[config.mk]
export PLATFORM = sky130hd
export DESIGN_NAME = uart_tx
export DESIGN_NICKNAME = d
export VERILOG_FILES = /design/src/rtl/uart_tx.sv
export SDC_FILE = /design/constraint.sdc
export NUM_CORES = 1
export LEC_CHECK = 0
export CELL_PAD_IN_SITES_DETAIL_PLACEMENT = 1
export CELL_PAD_IN_SITES_GLOBAL_PLACEMENT = 2
export CORE_MARGIN = 2
export CORE_UTILIZATION = 34
export DETAILED_ROUTE_END_ITERATION = 8
export HOLD_SLACK_MARGIN = 0.15
export PLACE_DENSITY = 0.7
export SLEW_MARGIN = 20
export SYNTH_ARGS = -nofsm -noshare
export SYNTH_HDL_FRONTEND = slang
export SYNTH_SLANG_ARGS = --single-unit
[constraint.sdc]
create_clock -name clk -period 1.7 [get_ports clk]
set_input_delay 0.425 -clock clk [delete_from_list [all_inputs] [get_ports clk]]
set_output_delay 0.425 -clock clk [all_outputs]
set_load 0.02 [all_outputs]
[src/rtl/uart_tx.sv]
// 8N1 UART transmitter with internal oversampling baud divider.
// A new frame needs tx_start to be seen low first, so a held request sends exactly one byte.
module uart_tx #(
  parameter int D_BIT   = 8,
  parameter int SB_TICK = 16,
  parameter int DVSR    = 163
) (
  input  logic       clk,
  input  logic       reset,
  input  logic       tx_start,
  input  logic [7:0] tx_dato_in,
  output logic       tx_done,
  output logic       tx_busy,
  output logic       tx
);

  localparam int CW = (DVSR > 1) ? $clog2(DVSR) : 1;

  localparam logic [3:0] S_IDLE  = 4'b0001;
  localparam logic [3:0] S_START = 4'b0010;
  localparam logic [3:0] S_DATA  = 4'b0100;
  localparam logic [3:0] S_STOP  = 4'b1000;

  logic [3:0]    state_q, state_d;
  logic [CW-1:0] cnt_q, cnt_d;
  logic [4:0]    s_q, s_d;
  logic [2:0]    n_q, n_d;
  logic [7:0]    sh_q, sh_d;
  logic          armed_q, armed_d;
  logic          tx_q, tx_d;
  logic          done_q, done_d;
  logic          busy_q, busy_d;
  logic          tick, launch;

  assign tick   = (state_q != S_IDLE) && (cnt_q == CW'(DVSR - 1));
  assign launch = (state_q == S_IDLE) && tx_start && armed_q;

  always_comb begin
    state_d = state_q;
    s_d     = s_q;
    n_d     = n_q;
    sh_d    = sh_q;
    done_d  = 1'b0;
    armed_d = launch ? 1'b0 : (armed_q | ~tx_start);
    busy_d  = launch ? 1'b1 : (done_q ? 1'b0 : busy_q);

    if (state_q == S_IDLE) cnt_d = '0;
    else if (tick)         cnt_d = '0;
    else                   cnt_d = cnt_q + CW'(1);

    case (state_q)
      S_IDLE: begin
        if (launch) begin
          sh_d    = tx_dato_in;
          s_d     = '0;
          state_d = S_START;
        end
      end
      S_START: begin
        if (tick) begin
          if (s_q == 5'd15) begin
            s_d     = '0;
            n_d     = '0;
            state_d = S_DATA;
          end else begin
            s_d = s_q + 5'd1;
          end
        end
      end
      S_DATA: begin
        if (tick) begin
          if (s_q == 5'd15) begin
            s_d  = '0;
            sh_d = sh_q >> 1;
            if (n_q == 3'(D_BIT - 1)) state_d = S_STOP;
            else                      n_d     = n_q + 3'd1;
          end else begin
            s_d = s_q + 5'd1;
          end
        end
      end
      S_STOP: begin
        if (tick) begin
          if (s_q == 5'(SB_TICK - 1)) begin
            s_d     = '0;
            state_d = S_IDLE;
            done_d  = 1'b1;
          end else begin
            s_d = s_q + 5'd1;
          end
        end
      end
      default: state_d = S_IDLE;
    endcase

    // Line level follows the next state so tx changes on the same edge as the FSM.
    case (state_d)
      S_START: tx_d = 1'b0;
      S_DATA:  tx_d = sh_d[0];
      default: tx_d = 1'b1;
    endcase
  end

  always_ff @(posedge clk or posedge reset) begin
    if (reset) begin
      state_q <= S_IDLE;
      cnt_q   <= '0;
      s_q     <= '0;
      n_q     <= '0;
      sh_q    <= '0;
      armed_q <= 1'b0;
      tx_q    <= 1'b1;
      done_q  <= 1'b0;
      busy_q  <= 1'b0;
    end else begin
      state_q <= state_d;
      cnt_q   <= cnt_d;
      s_q     <= s_d;
      n_q     <= n_d;
      sh_q    <= sh_d;
      armed_q <= armed_d;
      tx_q    <= tx_d;
      done_q  <= done_d;
      busy_q  <= busy_d;
    end
  end

  assign tx      = tx_q;
  assign tx_done = done_q;
  assign tx_busy = busy_q;

endmodule

==> impl_metrics.ini <==
[timing]
slew_violations = 0
max_slew_margin_pct = 67.8
finalCritPeriodShare_pct = 108
min_period_ns = 1.83
finalSetupViolCount = 21
finalHoldViolCount = 0
fin_worst_skew_ns = 0.00688
setup_ws_ns = -0.129
worst_pin_slew_ns = 0.479
timing.fmax_mhz = 547
grt_setup_unrepaired = true

[logic_synthesis]
synthXorXnorAreaFrac_pct = 3.82
syn_area_per_cell_um2 = 11.2
synth-seq-cells = 32
synth_compound_area_share_pct = 15.4
synth-edff-count = 0
synth.largest_area_cell = dfrtp_1
netlist.area_leader.share_pct = 46.7
netlist_instances = 144
synthArstFlopShare_pct = 100
yosysSeqAreaShare_pct = 50.0
synth_mux_area_share_pct = 2.57
synth_adder_area_share_pct = 3.89
synth_fp_nets = 160
yosysUniqueCellTypes = 47
yosysWarnings = 0
synthTopCellsByArea = dfrtp_1 47%, a22o_1 4.9%, ha_1 3.9%
netlist_area_um2 = 1610
synth-simple-area-share_pct = 21.2
ys.flop_type = dfrtp_1
synth_top_family_by_area = simple AND/OR/NAND/NOR gates

[final_layout]
drive_above_1_share_pct = 35.2
insertedDiodeCount = 0
nNetsFinal = 215
stdcell_count = 253
syn2layout_area_growth_pct = 43.8
stdcell_area_um2 = 2310

[worst_setup_path]
cp-start-kind = flip-flop
cp.arrival_ns = 2.03
required_ns = 1.90
rr_worst_depth = 8
crit_top_cell = buf_4
cp_num_buf_inv = 3
crit_type = flip-flop to flip-flop
slowest_stage = dfrtp_1
path_cells = inv_1, ha_2, nand4b_1, buf_4, or2_4, buf_4, nor4_2, o21bai_1
end_kind = flip-flop
cp.depth = 8
crit_fanout = 4
critical-path-max-stage-delay_ns = 0.38
cpLargestDelayFamily = simple AND/OR/NAND/NOR gates

[floorplan]
dieArea_um2 = 5290
io_pins = 14
core_area_um2 = 4630
die_h_um = 72.7
initial_utilization_pct = 34.7
fp-row-count = 25
die_w_um = 72.7

[routing]
drt_first_pass_iters = 2
vias_per_cell = 5.21
first_iter_violations = 50
totalWireLength_um = 4130
num_vias = 1318
drt-wirelength-per-cell_um = 16.3
final_antenna_net_count = 0
drcViolationCount = 0

[global_routing]
grt_use_met3_pct = 4.14
grt_pass1_wl_um = 6580
grt_pass1_vias = 1388
grt_max_degree = 33
grt_busiest_layer = met2
overflow = 0
use_met1_pct = 20.2
grt_antenna_before_repair = 0
grtUsageMet2_pct = 26.8
grtUsageTotal_pct = 16.2

[placed_design]
dp_hpwl_um = 2740
placedCellCount = 237
io_buffers = 13
place_area_um2 = 2020
gp_congestion = 0.807

[cts]
numCtsBuffers = 5
cts_root_buffer = clkbuf_8
cts_hold_buf = 0
clk-insertion-delay-late_ns = 0.28
cts_tree = yes
clk_path_buf_depth = 2
cts.sinks = 32
h-tree-depth = 2
clk_pin_slew_ns = 0.07

[power_and_ir_drop]
ir_drop_mv = 0.568
p_per_area_nw_per_um2 = 1030
p_leak_nw = 1.11

[outcome]
run_status = finished, violations left
violations = negative setup slack

[job]
cap_violations = 0

[min_path]
holdPathStages = 1
hp-class = flip-flop to flip-flop
[through the flow]
| stage | hold WS (ns) | setup slack [ns] | total power [W] | util, % | setup TNS [ns] |
|---|---|---|---|---|---|
| 2_1_floorplan | 0.450 | -0.0472 | 0.00144 | - | -0.255 |
| 3_3_place_gp | 0.432 | -0.102 | 0.00170 | 43.5 | -0.746 |
| 3_5_place_dp | 0.446 | -0.127 | 0.00173 | 43.5 | -1.41 |
| 4_1_cts | 0.456 | -0.103 | 0.00231 | 46.4 | -0.977 |
| 5_1_grt | 0.499 | -0.232 | 0.00255 | 49.9 | -3.82 |
| 6_report | 0.445 | -0.129 | 0.00239 | 49.9 | -1.40 |
[where the power goes]
| group | internal [W] | switching (W) | leakage, nW |
|---|---|---|---|
| clock | 0.000281 | 0.000266 | 0.0383 |
| combinational | 0.000409 | 0.000428 | 0.653 |
| sequential | 0.000921 | 0.0000812 | 0.417 |
[state kept, by name, indices dropped and copies added, names as in the netlist]
signal,count
tx,1
cnt_q,8
tx_busy,1
state_q,4
sh_q,8
n_q,3
tx_done,1
s_q,5
armed_q,1
[repair_timing]
| item | 4_1_cts | 5_1_grt |
|---|---|---|
| pin swaps | 2 | 15 |
| setup endpoints to repair | 20 | 30 |
| buffers inserted | 0 | 9 |
| cloned | 0 | 1 |
| gates resized for setup | 12 | 22 |
[cells in the final DEF (no fill, tap or decap), types with 2 or more instances in the layout]
cell type	n
a21o_1	7
a22o_1	9
and2_1	2
and3_1	2
buf_4	31
buf_6	6
clkbuf_1	2
clkbuf_8	5
clkdlybuf4s50_1	10
dfrtp_1	30
dfstp_2	2
dlymetal6s2s_1	2
ha_1	3
ha_2	2
inv_1	6
mux2i_1	3
nand2_1	8
nand2b_1	2
nand3_1	2
nand4b_1	2
nor2_1	13
nor3_4	3
nor4_4	3
o21ai_0	4
o21bai_1	2
or3_4	2
xnor2_1	2
xor2_1	5
[per-layer routing]
metal | vias up | part of all wire, %
met5 | - | 0
met2 | 12 | 54
met4 | 0 | 1.6
met3 | 6 | 2.0
met1 | 668 | 42
li1 | 632 | -
[Yosys cell counts, types with 2 or more instances]
cell and count:
a21o_1 7, a22o_1 9, and2_1 2, and3_1 3, buf_6 2, dfrtp_1 30, dfstp_2 2, ha_1 5
inv_1 6, mux2i_1 3, nand2_1 8, nand2b_1 3, nand3_1 3, nand4b_1 2, nor2_1 14, nor3_1 2
nor4_1 2, nor4b_1 2, o21ai_0 5, o21bai_1 2, xnor2_1 2, xor2_1 5
[cells by family after synthesis]
family          count (synthesis)
simple gates                   54
buf+inv                         9
flops                          32
mux                             4
compound gates                 33
xor+xnor                        7
fa+ha+maj                       5
[worst register-to-register path, stage by stage (launching register included)]
cell      delay (ns)
dfrtp_1         0.38
inv_1           0.08
ha_2            0.18
nand4b_1        0.14
buf_4           0.17
or2_4           0.25
buf_4           0.16
nor4_2          0.24
o21bai_1        0.14
[area by class of cell]
type	count	area [µm²]
Sequential cell	32	803
Inverter	6	22.5
Multi-Input combinational cell	103	886
Fill cell	505	2320
Clock buffer	7	76.3
Timing Repair Buffer	51	454
Tap cell	54	67.6
[final timing paths]
path	from	end	slack, ns
worst min register to register	tx_done	tx_busy	0.45
worst min-delay path	tx_done	tx_busy	0.45
min in group asynchronous	reset	cnt_q[6]	0.49
worst max register to register	cnt_q[0]	s_q[3]	-0.13
worst max-delay path	cnt_q[0]	s_q[3]	-0.13
max in group asynchronous	reset	tx	0.96
(Power assumes the default switching activity.)
==> patch: new RTL, same settings <==
Set the parameter `DVSR` to 326 (it was 163).
--- a/src/rtl/uart_tx.sv
+++ b/src/rtl/uart_tx.sv
@@ -3,7 +3,7 @@
 module uart_tx #(
   parameter int D_BIT   = 8,
   parameter int SB_TICK = 16,
-  parameter int DVSR    = 163
+  parameter int DVSR    = 326
 ) (
   input  logic       clk,
   input  logic       reset,
Check against the original RTL: same outputs for any inputs over 10 cycles, from zero or initial values and one cycle with reset high; that may be too few to reach the edited logic, so the function may still have changed.
==> patch against the unedited design <==
The flow still finishes with violations (setup timing); critical path depth is 1 lower; sequential cell count grew 1; wire length is 5.5% lower; count of clock-buffer cells in the layout is 1 higher; setup slack improved by 0.096 ns; final area rose by 1.1%; synthesized area is 5.4% higher; core utilization down 0.76 points; largest cell class unchanged.
Power is not compared: it rests on default switching activity, and its combinational part moved more than twofold at a synthesized area within 25%.
==> patch: results (changes against the unedited design) <==
Place
  – Placed instance count: 266 (+12%)
  – Post-DP Area: 0.00215 mm^2 (+6.6%)

Final layout
  – Fill cell count: 532 (+5.3%)
  – Buffers excl. clock: 46 (-9.8%)
  – Seq area share: 0.356 (+0.00787)
  – Finished Layout Cells: 275 (+8.7%)
  – Clock-cell share of area: 0.0343 (+0.00124)
  – Signal inverters: 8 (+2)
  – Non-clock buffer share: 0.174 (-0.0226)
  – Design Area, Final: 0.00234 mm^2 (+1.1%)

Yosys
  – Synth top area cells: dfrtp_1 (46%), ha_1 (3.7%), nand3_1 (3.5%)
  – Synth top cells by count: dfrtp_1 (31), nand3_1 (12), nor2_1 (12)
  – Syn Nets: 175 (+9.4%)
  – Avg Cell Area, Syn: 10.6 um^2 (-4.6%)

GRT
  – Vias in the first global route: 1455 (+4.8%)
  – Met1 Use GR: 0.207 (+0.00503)
  – M2 GR Usage: 0.275 (+0.00764)
  – Global-route track usage on met3: 0.0379 (-0.00350)
  – Largest net degree at the start of global routing: 34 (+3.0%)

STA
  – Max-slew headroom: 0.687 (+0.00839)
  – Worst setup slack after layout: -0.0330 ns (+0.0958 ns)
  – Worst Skew: 0.00543 ns (-0.00145 ns)
  – Setup violators final: 6 (-71%)
  – Setup TNS Final: -0.0833 ns (+1.32 ns)

Drt
  – Total wire length: 3.91 mm (-5.5%)
  – First-pass detailed-route iteration total: 4 (+2)
  – Vias: 1356 (+2.9%)

Worst setup path
  – Max FO, Critical Path: 6 (+2)
  – CP arrival: 1.93 ns (-0.10 ns)

Floorplanning
  – Die area: 0.00556 mm^2 (+5.1%)

Run status
  – Status: finished, violations left
  – Violated checks: setup timing

Pwr
  – Total power: 0.00139 W
## patch: worst paths after layout
check | start | to | slack (ns) | cells past startpoint
min in group asynchronous | reset | cnt_q[0]$_DFF_PP0_ | 0.49 | 3
max reg2reg | cnt_q[1]$_DFF_PP0_ | tx$_DFF_PP1_ | -0.03 | 7
min reg2reg | tx_done$_DFF_PP0_ | tx_busy$_DFFE_PP0P_ | 0.47 | 1
max in group asynchronous | reset | tx$_DFF_PP1_ | 0.97 | 3
max | cnt_q[1]$_DFF_PP0_ | tx$_DFF_PP1_ | -0.03 | 7
min | tx_done$_DFF_PP0_ | tx_busy$_DFFE_PP0P_ | 0.47 | 1
## patch: cells by family after synthesis
kind of cell,synth area share
xor gates and xnor gates,0.0362
buffers and inverters,0.0355
adders and majority gates,0.0370
AOI/OAI and AO/OA,0.135
and+or+nand+nor,0.242
muxes,0.0244
DFF,0.489
## patch: timing repair
item                                    4_1_cts  5_1_grt
buffers inserted                              1        0
endpoints found under the setup margin       15       20
gates resized for setup                      12       15
